**src/rtl/gsram_pkg.sv**
```systemverilog
// gsram_pkg: shared FSM state, mode encodings and default array size for gsram_ctrl
package gsram_pkg;
  typedef enum logic [2:0] {IDLE, FILL, WB, RD_ADDR, RD_DATA} state_e;
  localparam logic [1:0] MODE_FILL    = 2'b00;
  localparam logic [1:0] MODE_WB      = 2'b01;
  localparam logic [1:0] MODE_RD      = 2'b10;
  localparam logic [1:0] MODE_ILLEGAL = 2'b11;
  localparam int ROWS_DEF = 10;
  localparam int COLS_DEF = 10;
endpackage

```
**src/rtl/gsram_ctrl_if.sv**
```systemverilog
// gsram_ctrl_if: command, requester handshakes and SRAM port of gsram_ctrl
interface gsram_ctrl_if #(parameter int AW = 4) ();
  logic          start;
  logic [1:0]    mode;
  logic          lut_valid;
  logic          lut_ready;
  logic          m2_valid;
  logic          m2_ready;
  logic          rd_valid;
  logic          rd_ready;
  logic          rd_last;
  logic          gs_we;
  logic [AW-1:0] gs_row;
  logic [AW-1:0] gs_col;
  logic          gs_inmuxsel;
  logic          busy;
  logic          done;
  modport slave (
    input  start, mode, lut_valid, m2_valid, rd_ready,
    output lut_ready, m2_ready, rd_valid, rd_last, gs_we, gs_row, gs_col, gs_inmuxsel, busy, done
  );
  modport master (
    output start, mode, lut_valid, m2_valid, rd_ready,
    input  lut_ready, m2_ready, rd_valid, rd_last, gs_we, gs_row, gs_col, gs_inmuxsel, busy, done
  );
endinterface

```
**src/rtl/gsram_addr_ctr.sv**
```systemverilog
// gsram_addr_ctr: row-major row/col sweep counter; wraps to (0,0) after the last element
module gsram_addr_ctr #(
  parameter int ROWS = 10,
  parameter int COLS = 10,
  parameter int AW   = 4
) (
  input  logic          clk,
  input  logic          rst_n,
  input  logic          inc,
  input  logic          clr,
  output logic [AW-1:0] row,
  output logic [AW-1:0] col,
  output logic          last
);
  logic [AW-1:0] row_d, row_q, col_d, col_q;
  logic col_wrap;
  always_comb begin
    col_wrap = col_q == AW'(COLS - 1);
    last     = col_wrap && row_q == AW'(ROWS - 1);
    row_d    = (clr || (inc && last)) ? '0 : (inc && col_wrap) ? row_q + AW'(1) : row_q;
    col_d    = (clr || (inc && col_wrap)) ? '0 : inc ? col_q + AW'(1) : col_q;
  end
  always_ff @(posedge clk or negedge rst_n) begin
    if (!rst_n) begin
      row_q <= '0;
      col_q <= '0;
    end else begin
      row_q <= row_d;
      col_q <= col_d;
    end
  end
  assign row = row_q;
  assign col = col_q;
endmodule

```
**src/rtl/gsram_ctrl.sv**
```systemverilog
// gsram_ctrl: GSRAM fill / M2 writeback / readout sweep controller.
// Define GSRAM_CTRL_STALLCNT_EN to add the saturating stall_cnt output.
module gsram_ctrl import gsram_pkg::*; #(
  parameter int ROWS = ROWS_DEF,
  parameter int COLS = COLS_DEF,
  parameter int AW   = 4
) (
  input  logic clk,
  input  logic rst_n,
`ifdef GSRAM_CTRL_STALLCNT_EN
  output logic [15:0] stall_cnt,
`endif
  gsram_ctrl_if.slave bus
);
  state_e state_d, state_q;
  logic inc, clr, last;
  logic [AW-1:0] row, col;
  gsram_addr_ctr #(.ROWS(ROWS), .COLS(COLS), .AW(AW)) u_ctr (
    .clk(clk), .rst_n(rst_n), .inc(inc), .clr(clr), .row(row), .col(col), .last(last)
  );
  always_ff @(posedge clk or negedge rst_n) begin
    if (!rst_n) state_q <= IDLE;
    else        state_q <= state_d;
  end
  always_comb begin
    state_d         = state_q;
    inc             = 1'b0;
    clr             = 1'b0;
    bus.lut_ready   = 1'b0;
    bus.m2_ready    = 1'b0;
    bus.rd_valid    = 1'b0;
    bus.rd_last     = 1'b0;
    bus.gs_we       = 1'b0;
    bus.gs_inmuxsel = 1'b0;
    bus.gs_row      = row;
    bus.gs_col      = col;
    bus.busy        = state_q != IDLE;
    unique case (state_q)
      IDLE: if (bus.start) begin
        state_d = bus.mode == MODE_FILL ? FILL : bus.mode == MODE_WB ? WB :
                  bus.mode == MODE_RD ? RD_ADDR : IDLE;
        clr     = state_d != IDLE;
      end
      FILL: begin
        bus.lut_ready   = 1'b1;
        bus.gs_inmuxsel = 1'b1;
        bus.gs_we       = bus.lut_valid;
        inc             = bus.lut_valid;
      end
      WB: begin
        bus.m2_ready = 1'b1;
        bus.gs_we    = bus.m2_valid;
        inc          = bus.m2_valid;
      end
      RD_ADDR: state_d = RD_DATA;
      RD_DATA: begin
        bus.rd_valid = 1'b1;
        bus.rd_last  = last;
        inc          = bus.rd_ready;
        state_d      = bus.rd_ready ? RD_ADDR : RD_DATA;
      end
      default: state_d = IDLE;
    endcase
    // the final handshake of any sweep ends it, whatever the mode
    bus.done = inc && last;
    if (bus.done) state_d = IDLE;
  end
`ifdef GSRAM_CTRL_STALLCNT_EN
  logic [15:0] stall_cnt_d, stall_cnt_q;
  logic stall;
  always_comb begin
    stall = (state_q == FILL && !bus.lut_valid) || (state_q == WB && !bus.m2_valid) ||
            (state_q == RD_DATA && !bus.rd_ready);
    stall_cnt_d = clr ? '0 : (stall && !(&stall_cnt_q)) ? stall_cnt_q + 16'd1 : stall_cnt_q;
  end
  always_ff @(posedge clk or negedge rst_n) begin
    if (!rst_n) stall_cnt_q <= '0;
    else        stall_cnt_q <= stall_cnt_d;
  end
  assign stall_cnt = stall_cnt_q;
`endif
endmodule

```
**src/flat_wrapper.sv**
```systemverilog
// flat-port wrapper written by rule: the top's interface ports become plain ports
module gsram_ctrl_flat import gsram_pkg::*;
#(
  parameter int ROWS = ROWS_DEF,
  parameter int COLS = COLS_DEF,
  parameter int AW   = 4
)
  (clk, rst_n, bus_start, bus_mode, bus_lut_valid, bus_m2_valid, bus_rd_ready, bus_lut_ready, bus_m2_ready, bus_rd_valid, bus_rd_last, bus_gs_we, bus_gs_row, bus_gs_col, bus_gs_inmuxsel, bus_busy, bus_done);
  gsram_ctrl_if #(.AW(AW)) bus_i ();
  input  logic clk;
  input  logic rst_n;
  input wire logic [$bits(bus_i.start)-1:0] bus_start;
  input wire logic [$bits(bus_i.mode)-1:0] bus_mode;
  input wire logic [$bits(bus_i.lut_valid)-1:0] bus_lut_valid;
  input wire logic [$bits(bus_i.m2_valid)-1:0] bus_m2_valid;
  input wire logic [$bits(bus_i.rd_ready)-1:0] bus_rd_ready;
  output wire logic [$bits(bus_i.lut_ready)-1:0] bus_lut_ready;
  output wire logic [$bits(bus_i.m2_ready)-1:0] bus_m2_ready;
  output wire logic [$bits(bus_i.rd_valid)-1:0] bus_rd_valid;
  output wire logic [$bits(bus_i.rd_last)-1:0] bus_rd_last;
  output wire logic [$bits(bus_i.gs_we)-1:0] bus_gs_we;
  output wire logic [$bits(bus_i.gs_row)-1:0] bus_gs_row;
  output wire logic [$bits(bus_i.gs_col)-1:0] bus_gs_col;
  output wire logic [$bits(bus_i.gs_inmuxsel)-1:0] bus_gs_inmuxsel;
  output wire logic [$bits(bus_i.busy)-1:0] bus_busy;
  output wire logic [$bits(bus_i.done)-1:0] bus_done;
  assign bus_i.start = bus_start;
  assign bus_i.mode = bus_mode;
  assign bus_i.lut_valid = bus_lut_valid;
  assign bus_i.m2_valid = bus_m2_valid;
  assign bus_i.rd_ready = bus_rd_ready;
  assign bus_lut_ready = bus_i.lut_ready;
  assign bus_m2_ready = bus_i.m2_ready;
  assign bus_rd_valid = bus_i.rd_valid;
  assign bus_rd_last = bus_i.rd_last;
  assign bus_gs_we = bus_i.gs_we;
  assign bus_gs_row = bus_i.gs_row;
  assign bus_gs_col = bus_i.gs_col;
  assign bus_gs_inmuxsel = bus_i.gs_inmuxsel;
  assign bus_busy = bus_i.busy;
  assign bus_done = bus_i.done;
  gsram_ctrl #(.ROWS(ROWS), .COLS(COLS), .AW(AW)) u_core (.clk(clk), .rst_n(rst_n), .bus(bus_i));
endmodule
```
**config.mk**
```make
export PLATFORM = sky130hd
export DESIGN_NAME = gsram_ctrl_flat
export DESIGN_NICKNAME = d
export VERILOG_FILES = /design/src/rtl/gsram_pkg.sv /design/src/rtl/gsram_ctrl_if.sv /design/src/rtl/gsram_addr_ctr.sv /design/src/rtl/gsram_ctrl.sv /design/src/flat_wrapper.sv
export SDC_FILE = /design/constraint.sdc
export NUM_CORES = 1
export LEC_CHECK = 0
export BUFFER_PORTS_ARGS = -buffer_cell sky130_fd_sc_hd__buf_2
export CORE_MARGIN = 4
export CORE_UTILIZATION = 54
export CTS_CLUSTER_SIZE = 14
export DETAILED_ROUTE_END_ITERATION = 10
export PLACE_DENSITY = 0.8
export SYNTH_ARGS = -nofsm -noshare
export SYNTH_HDL_FRONTEND = slang
export SYNTH_SLANG_ARGS = --single-unit
```
**constraint.sdc**
```tcl
create_clock -name clk -period 4.9 [get_ports clk]
set_input_delay 0.245 -clock clk [delete_from_list [all_inputs] [get_ports clk]]
set_output_delay 0.245 -clock clk [all_outputs]
set_load 0.02 [all_outputs]
```
# [After elaboration in Yosys (flattened, before gate mapping)]
# Cells that the tools add are included.
[word_totals] inputBits=8 register_bits=11
[op_classes] eq_ne=10 n_addsub=2 n_mux=19 n_reduce_logical=13
[op_table] operator="$mux 4" count=4
[op_table] operator="$mux 3" count=5
[op_table] operator="$pmux 3 s4" count=1
[op_table] operator="$add 4x1->4 const B" count=2
[op_table] operator="$eq 4x4->1 const B" count=2
[op_table] operator="$eq 3x2->1 const B" count=2
[op_table] operator="$mux 1" count=6
[op_table] operator="$reduce_bool 3->1" count=2
[op_table] operator="$reduce_bool 2->1" count=2
[op_table] operator="$eq 3x1->1 const B" count=1
[op_table] operator="$eq 3x3->1 const B" count=1
[op_table] operator="$logic_and 1x1->1" count=3
[op_table] operator="$logic_not 3->1" count=1
[op_table] operator="$ne 3x3->1 const B" count=1
[op_table] operator="$pmux 1 s3" count=1
[op_table] operator="$eq 2x1->1 const B" count=1
[op_table] operator="$eq 2x2->1 const B" count=1
[op_table] operator="$logic_not 2->1" count=1
[op_table] operator="$logic_or 1x1->1" count=2
[op_table] operator="$mux 2" count=1
[op_table] operator="$ne 2x1->1 const B" count=1
[op_table] operator="$pmux 1 s2" count=1
[op_table] operator="$reduce_and 2->1" count=1
[op_table] operator="$reduce_or 2->1" count=1

# [Logic depth before layout (Yosys ltp)]
# Gate-level depths: netlist of the first run.
[logic_depth] word_depth=9 ltp_mapped=6

# [Cells and area by module]
# Synthesis of the first run repeated with hierarchy kept, for this count alone.
[hier_totals] cells_unflattened=84 hier_area_um2=797.0
[by_module_without_submodules] module="gsram_addr_ctr" cells_each=46 seq_area_each_um2=200.2 instances=1 area_each_um2=464.2
[by_module_without_submodules] module="gsram_ctrl" cells_each=38 seq_area_each_um2=75.1 instances=1 area_each_um2=332.8

# [Worst setup path after synthesis of the first run]
# OpenSTA, ideal clock, no wires.
[synth_timing] kind="reg2reg" start="register u_core.u_ctr.col_q[0] (netlist: u_core.u_ctr.col[0])" end="register u_core.state_q[1]" arrival_ps=1749 path_stages_with_launch=6 period_less_slack_ps=1905 setup_slack_ps=2995 required_time_ps=4744 setup_ps=156 path_cell_list="dfrtp_1 ha_1 and3b_1 o31ai_4 nor3_1 nor3_1"
[synth_between] elab_chain_cells=5 elab_cells_between_ends=7
[synth_lines] element="start: declaration" line="gsram_addr_ctr.sv:15" rtl="logic [AW-1:0] row_d, row_q, col_d, col_q;"
[synth_lines] element="start signal: assignment" line="gsram_addr_ctr.sv:29" rtl="col_q <= col_d;"
[synth_lines] element="$eq 4x4->1 *" line="gsram_addr_ctr.sv:18" rtl="col_wrap = col_q == AW'(COLS - 1);"
[synth_lines] element="$logic_and 1x1->1 *" line="gsram_addr_ctr.sv:19" rtl="last = col_wrap && row_q == AW'(ROWS - 1);"
[synth_lines] element="$logic_and 1x1->1 *" line="gsram_ctrl.sv:65" rtl="bus.done = inc && last;"
[synth_lines] element="via bus_done" line="flat_wrapper.sv:26" rtl="output wire logic [$bits(bus_i.done)-1:0] bus_done;"
[synth_lines] element="$ne 3x3->1 (no line) or $ne 2x1->1 (tied branches)"
[synth_lines] element="$reduce_and 2->1 (no line)"
[synth_lines] element="end signal: assignment" line="gsram_ctrl.sv:23" rtl="else state_q <= state_d;"
[synth_lines] element="end: declaration" line="gsram_ctrl.sv:15" rtl="state_e state_d, state_q;"
# The timed path passes the listed nets; every way through them passes the cells marked *.
# A chain may end at the register's enable or synchronous reset.

# [Final worst setup path of the first run]
[layout_timing] start="register u_core.u_ctr.col_q[1] (netlist: u_core.u_ctr.col[1])" end="output bus_done"
[layout_between] elab_chain_cells=3
[layout_lines] element="$eq 4x4->1" line="gsram_addr_ctr.sv:18"
[layout_lines] element="$logic_and 1x1->1" line="gsram_addr_ctr.sv:19"
[layout_lines] element="$logic_and 1x1->1" line="gsram_ctrl.sv:65"
[layout_lines] element="end: declaration" line="flat_wrapper.sv:26"
# Every way passes these cells.

==> flow_summary.yaml, run 1 <==
yosys:
  synth_largest_area_cell: "sky130_fd_sc_hd__dfrtp_1"
  synthFlopType: "sky130_fd_sc_hd__dfrtp_1"
  synth.top_cells.by_area: "sky130_fd_sc_hd__dfrtp_1 (33%), sky130_fd_sc_hd__ha_1 (10%), sky130_fd_sc_hd__buf_6 (5.4%)"
  synth_sequential_area_ratio_pct: 32.8
  post_synthesis_register_bit_count: 11
  yosys.cell_types.count: 34
  asyncSetResetFlopFracSynth_pct: 100
  syn-instance-count: 84
  netlist.area_leader.share_pct: 32.8
  syn-mean-instance-area_um2: 9.99
  synthesis.area_um2: 840
  syn-num-nets: 99
  ys.warnings.count: 0
  count_of_flip_flops_with_a_built_in_enable_after_synthesis: 0
sta:
  finalHoldViolCount: 0
  timing.clock.skew_ns: 0.00207
  fmaxAchievable_ghz: 0.469
  tns_ns: 0
  setup_viol_count_final: 0
  drv_slew: 0
  worst_slew_pin_slew_ns: 0.651
  final.min_clock_period_ns: 2.13
  timing.max_slew.rel_slack_pct: 56.5
  finalCritPeriodShare_pct: 43.6
  grt_setup_unrepaired: "no"
  hold_slack_ns: 0.216
  layout_setup_ws_ns: 2.77
clocking:
  cts.clk_slew.worst_paths_ns: 0.07
  tritoncts: "built"
  number_of_cts_inserted_buffers: 3
  clock_tree.root_cell: "sky130_fd_sc_hd__clkbuf_4"
  tritoncts_num_sinks: 11
  holdBufCountCts: 1
  clk_latency_ns: 0.27
  cts.repair.resized: 0
  clockBufferDepth: 2
  htree_num_levels: 1
  post-cts-setup-buffer-count: 0
floorplanning:
  floorplan.die.width_um: 47.4
  io_pins: 24
  core_mm2: 0.00138
  design.die.area_mm2: 0.00225
  initial_core_util_pct: 60.7
  chipHeight_um: 47.4
  placementRows: 13
power_and_ir_drop:
  vdd_ir_drop_max_mv: 0.329
  power_leakage_nw: 0.473
  cellPowerDensity_mw_per_mm2: 453
grt:
  global_route.overflow_total: 0
  pin_count_of_the_biggest_net_entering_global_routing: 12
  number_of_antenna_violations_at_the_first_check_in_global_routing: 0
  global_route_wire_length_before_repair_um: 2860
  first_global_vias: 687
  global_route.usage.total_pct: 18.4
route:
  drt_pass1_iterations: 4
  avgViaCountPerCell: 5.95
  route.vias.total: 726
  detail_route.drc_violations: 0
  routed_antenna_nets: 0
  finalWirelength_um: 1760
  detail_route.iter0.violations: 23
  route.detailed.wl_per_inst_um: 14.4
placement:
  post-dp-hpwl_um: 1370
  pre_cts_slack_ns: 3.09
  weighted_congestion_reported_at_the_end_of_routability_driven_placement: 0.822
  post_placement_cell_area_um2: 921
  io_buffer_count: 23
  dp.cells: 117
layout:
  num_antenna_cells: 0
  fillers: 115
  final_cell_mix: "sky130_fd_sc_hd__buf_2 (23), sky130_fd_sc_hd__dfrtp_1 (11), sky130_fd_sc_hd__inv_1 (7), sky130_fd_sc_hd__ha_1 (7), sky130_fd_sc_hd__nand2_1 (6)"
  syn2layout_area_growth_pct: 14.0
  seqCellArea_um2: 275
  drive_above_1_share_pct: 34.6
  layout_commonest_cell: "sky130_fd_sc_hd__buf_2"
  finalInstanceArea_um2: 957
  layout.cells.non_filler: 122
  final_net_count: 123
  multi_input_area_um2: 485
status:
  run_status: "complete, no violations"
critical_path:
  worstPathRequired_ns: 4.66
  critPathMaxFanout: 9
  critical_path_arrival_ns: 1.89
  setup.reg_to_reg.worst_slack_ns: 3.15
  path_class: "flip-flop to output pin"
  cell_count_of_the_worst_reg_to_reg_path: 4
  worst_setup_path_start_kind: "flip-flop"
  sort_of_element_at_the_end_of_the_critical_path: "output pin"
run:
  max-cap-violations: 0
worst_hold_path:
  min_path_cells: 2
  hp_class: "input port to flip-flop"
==> logic make-up (layout without fill, tap and decap cells) <==
logic type                 count (synthesis)  count (layout)  synth area share, %
adders and majority gates                  7               7                 10.4
DFF                                       11              11                 32.8
AOI/OAI and AO/OA                         18              18                 18.0
buffers and inverters                     12              35                 9.39
and+or+nand+nor                           36              36                 29.4
==> power by group <==
group          total, mW  switching, mW  internal (mW)  leakage [nW]
logic              0.216          0.126         0.0897         0.309
registers          0.154         0.0419          0.112         0.148
clock network     0.0645         0.0330         0.0316        0.0150
==> sequential cells by signal, summed over array words and instances, names as in the netlist <==
| signal | flops |
|---|---|
| u_core.u_ctr.col | 4 |
| u_core.u_ctr.row | 4 |
| u_core.state_q | 3 |
==> through the flow <==
step,util (%),power [mW]
floorplan,-,0.340
global placement,66.6,0.365
detailed placement,66.6,0.371
CTS,69.2,0.436
global route,69.2,0.464
finish,69.2,0.434
==> final timing paths <==
kind | start | end
max | u_core.u_ctr.col[1] | bus_done
min | bus_rd_ready | u_core.state_q[2]
max reg2reg | u_core.state_q[0] | u_core.u_ctr.row[1]
min reg2reg | u_core.u_ctr.col[1] | u_core.u_ctr.col[1]
max in group asynchronous | rst_n | u_core.state_q[1]
min in group asynchronous | rst_n | u_core.u_ctr.row[2]
==> routing by layer <==
metal | part of all wire, % | up-vias | GRT usage (%)
li1 | - | 354 | -
met2 | 51 | 22 | 32.9
met4 | 2.8 | 0 | 11.6
met1 | 42 | 345 | 20.5
met5 | 0 | - | 0
met3 | 4.4 | 5 | 2.26
==> worst max-delay path: stages (launching register included) <==
cell                      delay, ns
sky130_fd_sc_hd__dfrtp_1       0.42
sky130_fd_sc_hd__inv_1         0.07
sky130_fd_sc_hd__ha_1          0.15
sky130_fd_sc_hd__and3b_1       0.27
sky130_fd_sc_hd__o31ai_4       0.15
sky130_fd_sc_hd__nor3_1        0.30
sky130_fd_sc_hd__buf_2         0.23
==> synth_stat cells (2+ instances only) <==
cell,number
sky130_fd_sc_hd__dfrtp_1,11
sky130_fd_sc_hd__o21ai_0,3
sky130_fd_sc_hd__o31ai_1,2
sky130_fd_sc_hd__o211ai_2,3
sky130_fd_sc_hd__o41ai_1,2
sky130_fd_sc_hd__inv_1,7
sky130_fd_sc_hd__ha_1,7
sky130_fd_sc_hd__nor3b_1,2
sky130_fd_sc_hd__and4bb_2,3
sky130_fd_sc_hd__a21oi_1,4
sky130_fd_sc_hd__nor3_1,2
sky130_fd_sc_hd__nand3_1,3
sky130_fd_sc_hd__nand2_1,6
sky130_fd_sc_hd__or3_1,2
sky130_fd_sc_hd__nor2_1,4
sky130_fd_sc_hd__and3b_1,2
sky130_fd_sc_hd__buf_6,4
==> layout make-up <==
| cell class | count | area share (%) |
|---|---|---|
| well taps | 15 | 1.96 |
| inverters | 7 | 2.75 |
| multi-input cells | 61 | 50.7 |
| repair buffers | 24 | 13.1 |
| flip-flops and latches | 11 | 28.8 |
| clock buffers | 4 | 2.75 |
Power figures use the tool's default switching activity.
==> run 2: changes to the inputs <==
--- a/config.mk
+++ b/config.mk
@@ -7,10 +7,10 @@
 export LEC_CHECK = 0
 export BUFFER_PORTS_ARGS = -buffer_cell sky130_fd_sc_hd__buf_2
 export CORE_MARGIN = 4
-export CORE_UTILIZATION = 54
+export CORE_UTILIZATION = 50
 export CTS_CLUSTER_SIZE = 14
 export DETAILED_ROUTE_END_ITERATION = 10
-export PLACE_DENSITY = 0.8
+export PLACE_DENSITY = 0.75
 export SYNTH_ARGS = -nofsm -noshare
 export SYNTH_HDL_FRONTEND = slang
 export SYNTH_SLANG_ARGS = --single-unit
==> constraint.sdc (replaced) <==
create_clock -name clk -period 2.21 [get_ports clk]
set_input_delay 0.1105 -clock clk [delete_from_list [all_inputs] [get_ports clk]]
set_output_delay 0.1105 -clock clk [all_outputs]
set_load 0.02 [all_outputs]
==> run 2 against run 1 <==
- flip-flop and latch count unchanged
- largest cell class unchanged
- non-clock buffer count increased by 1
- worst hold slack worse by 0.14 ns
- utilization down 6.2 points
==> flow_summary.yaml, run 2 (synthesized netlist as in run 1, its figures left out) <==
status:
  run_status: "complete, no violations"
floorplanning:
  chipHeight_um: 49.0
  core_mm2: 0.00154
  io_pins: 24
  floorplan.die.width_um: 49.0
  design.die.area_mm2: 0.00240
  initial_core_util_pct: 54.5
  placementRows: 14
power_and_ir_drop:
  power_leakage_nw: 0.478
  vdd_ir_drop_max_mv: 0.575
  finalPower_uw: 960
  cellPowerDensity_mw_per_mm2: 989
route:
  finalWirelength_um: 1680
  route.detailed.wl_per_inst_um: 13.6
  avgViaCountPerCell: 5.72
  detail_route.iter0.violations: 9
  detail_route.drc_violations: 0
  routed_antenna_nets: 0
  drt_pass1_iterations: 4
  route.vias.total: 709
sta:
  finalHoldViolCount: 0
  final.min_clock_period_ns: 1.95
  timing.max_slew.rel_slack_pct: 66.4
  finalCritPeriodShare_pct: 88.0
  hold_slack_ns: 0.0754
  grt_setup_unrepaired: "no"
  drv_slew: 0
  layout_setup_ws_ns: 0.264
  setup_viol_count_final: 0
  fmaxAchievable_ghz: 0.514
  worst_slew_pin_slew_ns: 0.501
  tns_ns: 0
  timing.clock.skew_ns: 0.000425
layout:
  final_net_count: 124
  num_antenna_cells: 0
  layout.cells.non_filler: 124
  layout_commonest_cell: "sky130_fd_sc_hd__buf_2"
  final_core_utilization_pct: 63.0
  syn2layout_area_growth_pct: 15.6
  finalInstanceArea_um2: 971
  final_cell_mix: "sky130_fd_sc_hd__buf_2 (23), sky130_fd_sc_hd__dfrtp_1 (11), sky130_fd_sc_hd__inv_1 (7), sky130_fd_sc_hd__ha_1 (7), sky130_fd_sc_hd__nand2_1 (6)"
  drive_above_1_share_pct: 36.1
grt:
  global_route_wire_length_before_repair_um: 2830
  pin_count_of_the_biggest_net_entering_global_routing: 12
  number_of_antenna_violations_at_the_first_check_in_global_routing: 0
  global_route.usage.total_pct: 15.2
  global_route.overflow_total: 0
  first_global_vias: 618
critical_path:
  sort_of_element_at_the_end_of_the_critical_path: "output pin"
  timing.critical_path.slowest_cell_delay_ns: 0.52
  critPathMaxFanout: 11
  r2r-start: "u_core.state_q[0]"
  worstPathRequired_ns: 2.10
  worst_path_max_delay_cell: "sky130_fd_sc_hd__dfrtp_1"
  setup.reg_to_reg.worst_slack_ns: 0.47
  worst_setup_path_start_kind: "flip-flop"
  critical_path_arrival_ns: 1.84
  crit_path_start: "u_core.state_q[2]"
  path_cells: "and4bb_2 > o31ai_4 > nor3_2 > buf_2"
  path_class: "flip-flop to output pin"
placement:
  post_placement_cell_area_um2: 930
  dp.cells: 119
  post-dp-hpwl_um: 1250
  weighted_congestion_reported_at_the_end_of_routability_driven_placement: 0.835
  io_buffer_count: 23
  pre_cts_slack_ns: 0.478
clocking:
  post-cts-setup-buffer-count: 0
  tritoncts_num_sinks: 11
  tritoncts: "built"
  htree_num_levels: 1
  clk_latency_ns: 0.27
  clock_tree.root_cell: "sky130_fd_sc_hd__clkbuf_4"
  number_of_cts_inserted_buffers: 3
  cts.clk_slew.worst_paths_ns: 0.07
  clockBufferDepth: 2
worst_hold_path:
  hp_class: "input port to flip-flop"
  worst_hold_startpoint: "bus_rd_ready"
run:
  max-cap-violations: 0
[run 2: cell types whose count changed in the layout (fill, tap and decap cells not counted)]
cell                     delta
sky130_fd_sc_hd__buf_4      +1
sky130_fd_sc_hd__nor3_1     -1
sky130_fd_sc_hd__nor3_2     +1
[run 2: path summary, 6_finish.rpt]
check | to | cells past startpoint
setup / recovery | bus_done | 4
hold / removal | u_core.state_q[2] | 2
setup reg to reg | u_core.u_ctr.col[2] | 4
hold reg to reg | u_core.u_ctr.col[1] | 2
max in group asynchronous | u_core.state_q[1] | 2
min in group asynchronous | u_core.u_ctr.col[2] | 2
[run 2: what timing repair did]
action	in CTS	in global routing
resized for setup	0	1
hold buffers	1	0
endpoints found under the hold margin	11	0
endpoints found under the setup margin	0	1
[run 2: area by class of cell]
cell class | count | area, µm²
fillers | 137 | 571
multi-input cells | 61 | 490
flip-flops and latches | 11 | 275
repair buffers | 25 | 133
clock buffers | 4 | 26.3
inverters | 7 | 26.3
well taps | 16 | 20.0
[run 2: worst max-delay path, delay by kind of cell (launching register included)]
kind	cells	cell delay [ns]
simple gates	2	0.43
buf+inv	1	0.18
flops	1	0.52
compound gates	1	0.43
[run 2: layer usage]
layer | vias up | share of wire [%] | track usage, %
met1 | 329 | 47 | 19.1
met3 | 2 | 4.6 | 3.98
met5 | - | 0 | 0
met2 | 22 | 46 | 21.7
met4 | 0 | 1.6 | 11.7
li1 | 356 | - | -
[run 2: power breakdown]
part | switching, mW | internal (mW)
logic | 0.274 | 0.205
clock network | 0.0694 | 0.0698
registers | 0.0938 | 0.248
total | 0.437 | 0.523
==> run 3: changes to the inputs <==
==> constraint.sdc (replaced) <==
create_clock -name clk -period 1.9 [get_ports clk]
set_input_delay 0.095 -clock clk [delete_from_list [all_inputs] [get_ports clk]]
set_output_delay 0.095 -clock clk [all_outputs]
set_load 0.02 [all_outputs]
==> run 3 against run 2 <==
- die area is the same
- flip-flop and latch count unchanged
- register-to-register slack got worse by 0.33 ns
- utilization increased by 1.5 points
- combinational power increased by 20%
- critical endpoint is now u_core.u_ctr.row[2]
- highest routed layer unchanged
==> flow_summary.yaml, run 3 (synthesized netlist as in run 1, its figures left out) <==
status:
  run_status: "complete, no violations"
floorplanning:
  io_pins: 24
  floorplan.die.width_um: 49.0
  core_mm2: 0.00154
  initial_core_util_pct: 54.5
  chipHeight_um: 49.0
  design.die.area_mm2: 0.00240
  placementRows: 14
critical_path:
  path_class: "flip-flop to flip-flop"
  critical_path_arrival_ns: 1.96
  path_cells: "and4bb_2 > o31ai_4 > buf_4 > or4_1 > a21oi_1"
  cell_count_of_the_worst_reg_to_reg_path: 5
  worst_path_max_delay_cell: "sky130_fd_sc_hd__dfrtp_1"
  timing.critical_path.slowest_cell_delay_ns: 0.49
  worst_setup_path_start_kind: "flip-flop"
  timing.critical_path.buf_inv: 1
  sort_of_element_at_the_end_of_the_critical_path: "flip-flop"
  worstPathRequired_ns: 2.10
  setup.reg_to_reg.worst_slack_ns: 0.14
  r2r-start: "u_core.state_q[2]"
  family_with_the_most_delay_on_the_worst_path: "simple AND/OR/NAND/NOR gates"
  timing.rr.end: "u_core.u_ctr.row[2]"
  critPathMaxFanout: 11
route:
  detail_route.drc_violations: 0
  avgViaCountPerCell: 5.65
  route.vias.total: 718
  routed_antenna_nets: 0
  route.detailed.wl_per_inst_um: 14.1
  detail_route.iter0.violations: 6
  drt_pass1_iterations: 4
  finalWirelength_um: 1790
sta:
  timing.max_slew.rel_slack_pct: 65.3
  drv_slew: 0
  worst_slew_pin_slew_ns: 0.518
  grt_setup_unrepaired: "no"
  fmaxAchievable_ghz: 0.568
  final.min_clock_period_ns: 1.76
  finalHoldViolCount: 0
  layout_setup_ws_ns: 0.140
  tns_ns: 0
  finalCritPeriodShare_pct: 92.6
  setup_viol_count_final: 0
  hold_slack_ns: 0.0797
  timing.clock.skew_ns: 0.000172
layout:
  final_core_utilization_pct: 64.5
  drive_above_1_share_pct: 38.7
  syn2layout_area_growth_pct: 18.5
  final_cell_mix: "sky130_fd_sc_hd__buf_2 (23), sky130_fd_sc_hd__dfrtp_1 (11), sky130_fd_sc_hd__inv_1 (7), sky130_fd_sc_hd__ha_1 (7), sky130_fd_sc_hd__nand2_1 (6)"
  layout_commonest_cell: "sky130_fd_sc_hd__buf_2"
  num_antenna_cells: 0
  final_net_count: 127
grt:
  first_global_vias: 671
  pin_count_of_the_biggest_net_entering_global_routing: 12
  global_route.overflow_total: 0
  number_of_antenna_violations_at_the_first_check_in_global_routing: 0
  global_route.usage.total_pct: 15.7
  global_route_wire_length_before_repair_um: 2980
clocking:
  tritoncts_num_sinks: 11
  htree_num_levels: 1
  clock_tree.root_cell: "sky130_fd_sc_hd__clkbuf_4"
  number_of_cts_inserted_buffers: 3
  tritoncts: "built"
  cts.clk_slew.worst_paths_ns: 0.07
  clk_latency_ns: 0.27
  clockBufferDepth: 2
placement:
  post-dp-hpwl_um: 1440
  pre_cts_slack_ns: 0.168
  weighted_congestion_reported_at_the_end_of_routability_driven_placement: 0.747
  io_buffer_count: 23
worst_hold_path:
  min_path_cells: 2
  hp_class: "input port to flip-flop"
  worst_hold_startpoint: "bus_rd_ready"
  timing.hold.worst_endpoint: "u_core.state_q[2]"
run:
  max-cap-violations: 0
power_and_ir_drop:
  cellPowerDensity_mw_per_mm2: 1140
  finalPower_mw: 1.13
  power_leakage_nw: 0.492
  vdd_ir_drop_max_mv: 0.848
==> run 3: changes by cell type in the layout (fill, tap and decap cells not counted), sizes merged <==
cell and change:
buf +3
==> run 3: worst max path at each step <==
stage	startpoint	to	slack (ns)	cells after the start
6_report	u_core.state_q[2]	u_core.u_ctr.row[2]	0.14	5
5_1_grt	u_core.u_ctr.col[0]	bus_done	0.0005	5
2_1_floorplan	u_core.state_q[0]	u_core.u_ctr.row[3]	0.22	6
4_1_cts	u_core.u_ctr.col[1]	u_core.u_ctr.row[2]	0.07	7
3_5_place_dp	u_core.state_q[0]	u_core.u_ctr.col[3]	0.17	4
3_3_place_gp	u_core.state_q[1]	u_core.u_ctr.col[3]	0.18	4
==> run 3: worst register-to-register path, delay by kind of cell, from the launching register on <==
| kind | cells | cell delay (ns) |
|---|---|---|
| simple gates | 2 | 0.81 |
| flops | 1 | 0.49 |
| compound gates | 2 | 0.22 |
| buf+inv | 1 | 0.17 |
==> run 3: power breakdown <==
| part | internal [mW] | leakage (nW) | switching (mW) |
|---|---|---|---|
| clock | 0.0813 | 0.0150 | 0.0804 |
| combinational | 0.245 | 0.329 | 0.328 |
| sequential | 0.288 | 0.148 | 0.107 |
==> run 3: repair_timing <==
item                                    CTS  global route
hold buffers                              1             0
endpoints found under the setup margin    1             2
setup buffers                             1             0
resized for setup                         0             1
hold endpoints to repair                 11             0
pin swaps                                 1             0
==> run 3: cell type report <==
class	instances	area [µm²]
clock buffers	4	26.3
fillers	140	547
inverters	7	26.3
multi-input cells	61	492
flip-flops and latches	11	275
well taps	16	20.0
repair buffers	28	155
==> run 3: through the flow <==
stage	cell area, µm²	cells
detailed placement	950	121
global placement	950	121
finish	995	127
CTS	993	127
floorplan	845	84
global route	995	127
==> run 3: per-layer routing <==
layer / share of wire (%) / wire (µm) / vias up / GRT usage [%]
li1: - / - / 364 / -
met1: 43 / 762 / 336 / 17.4
met2: 52 / 928 / 13 / 28.7
met3: 3.7 / 67 / 5 / 3.67
met4: 1.8 / 32 / 0 / 5.38
met5: 0 / 0 / - / 0
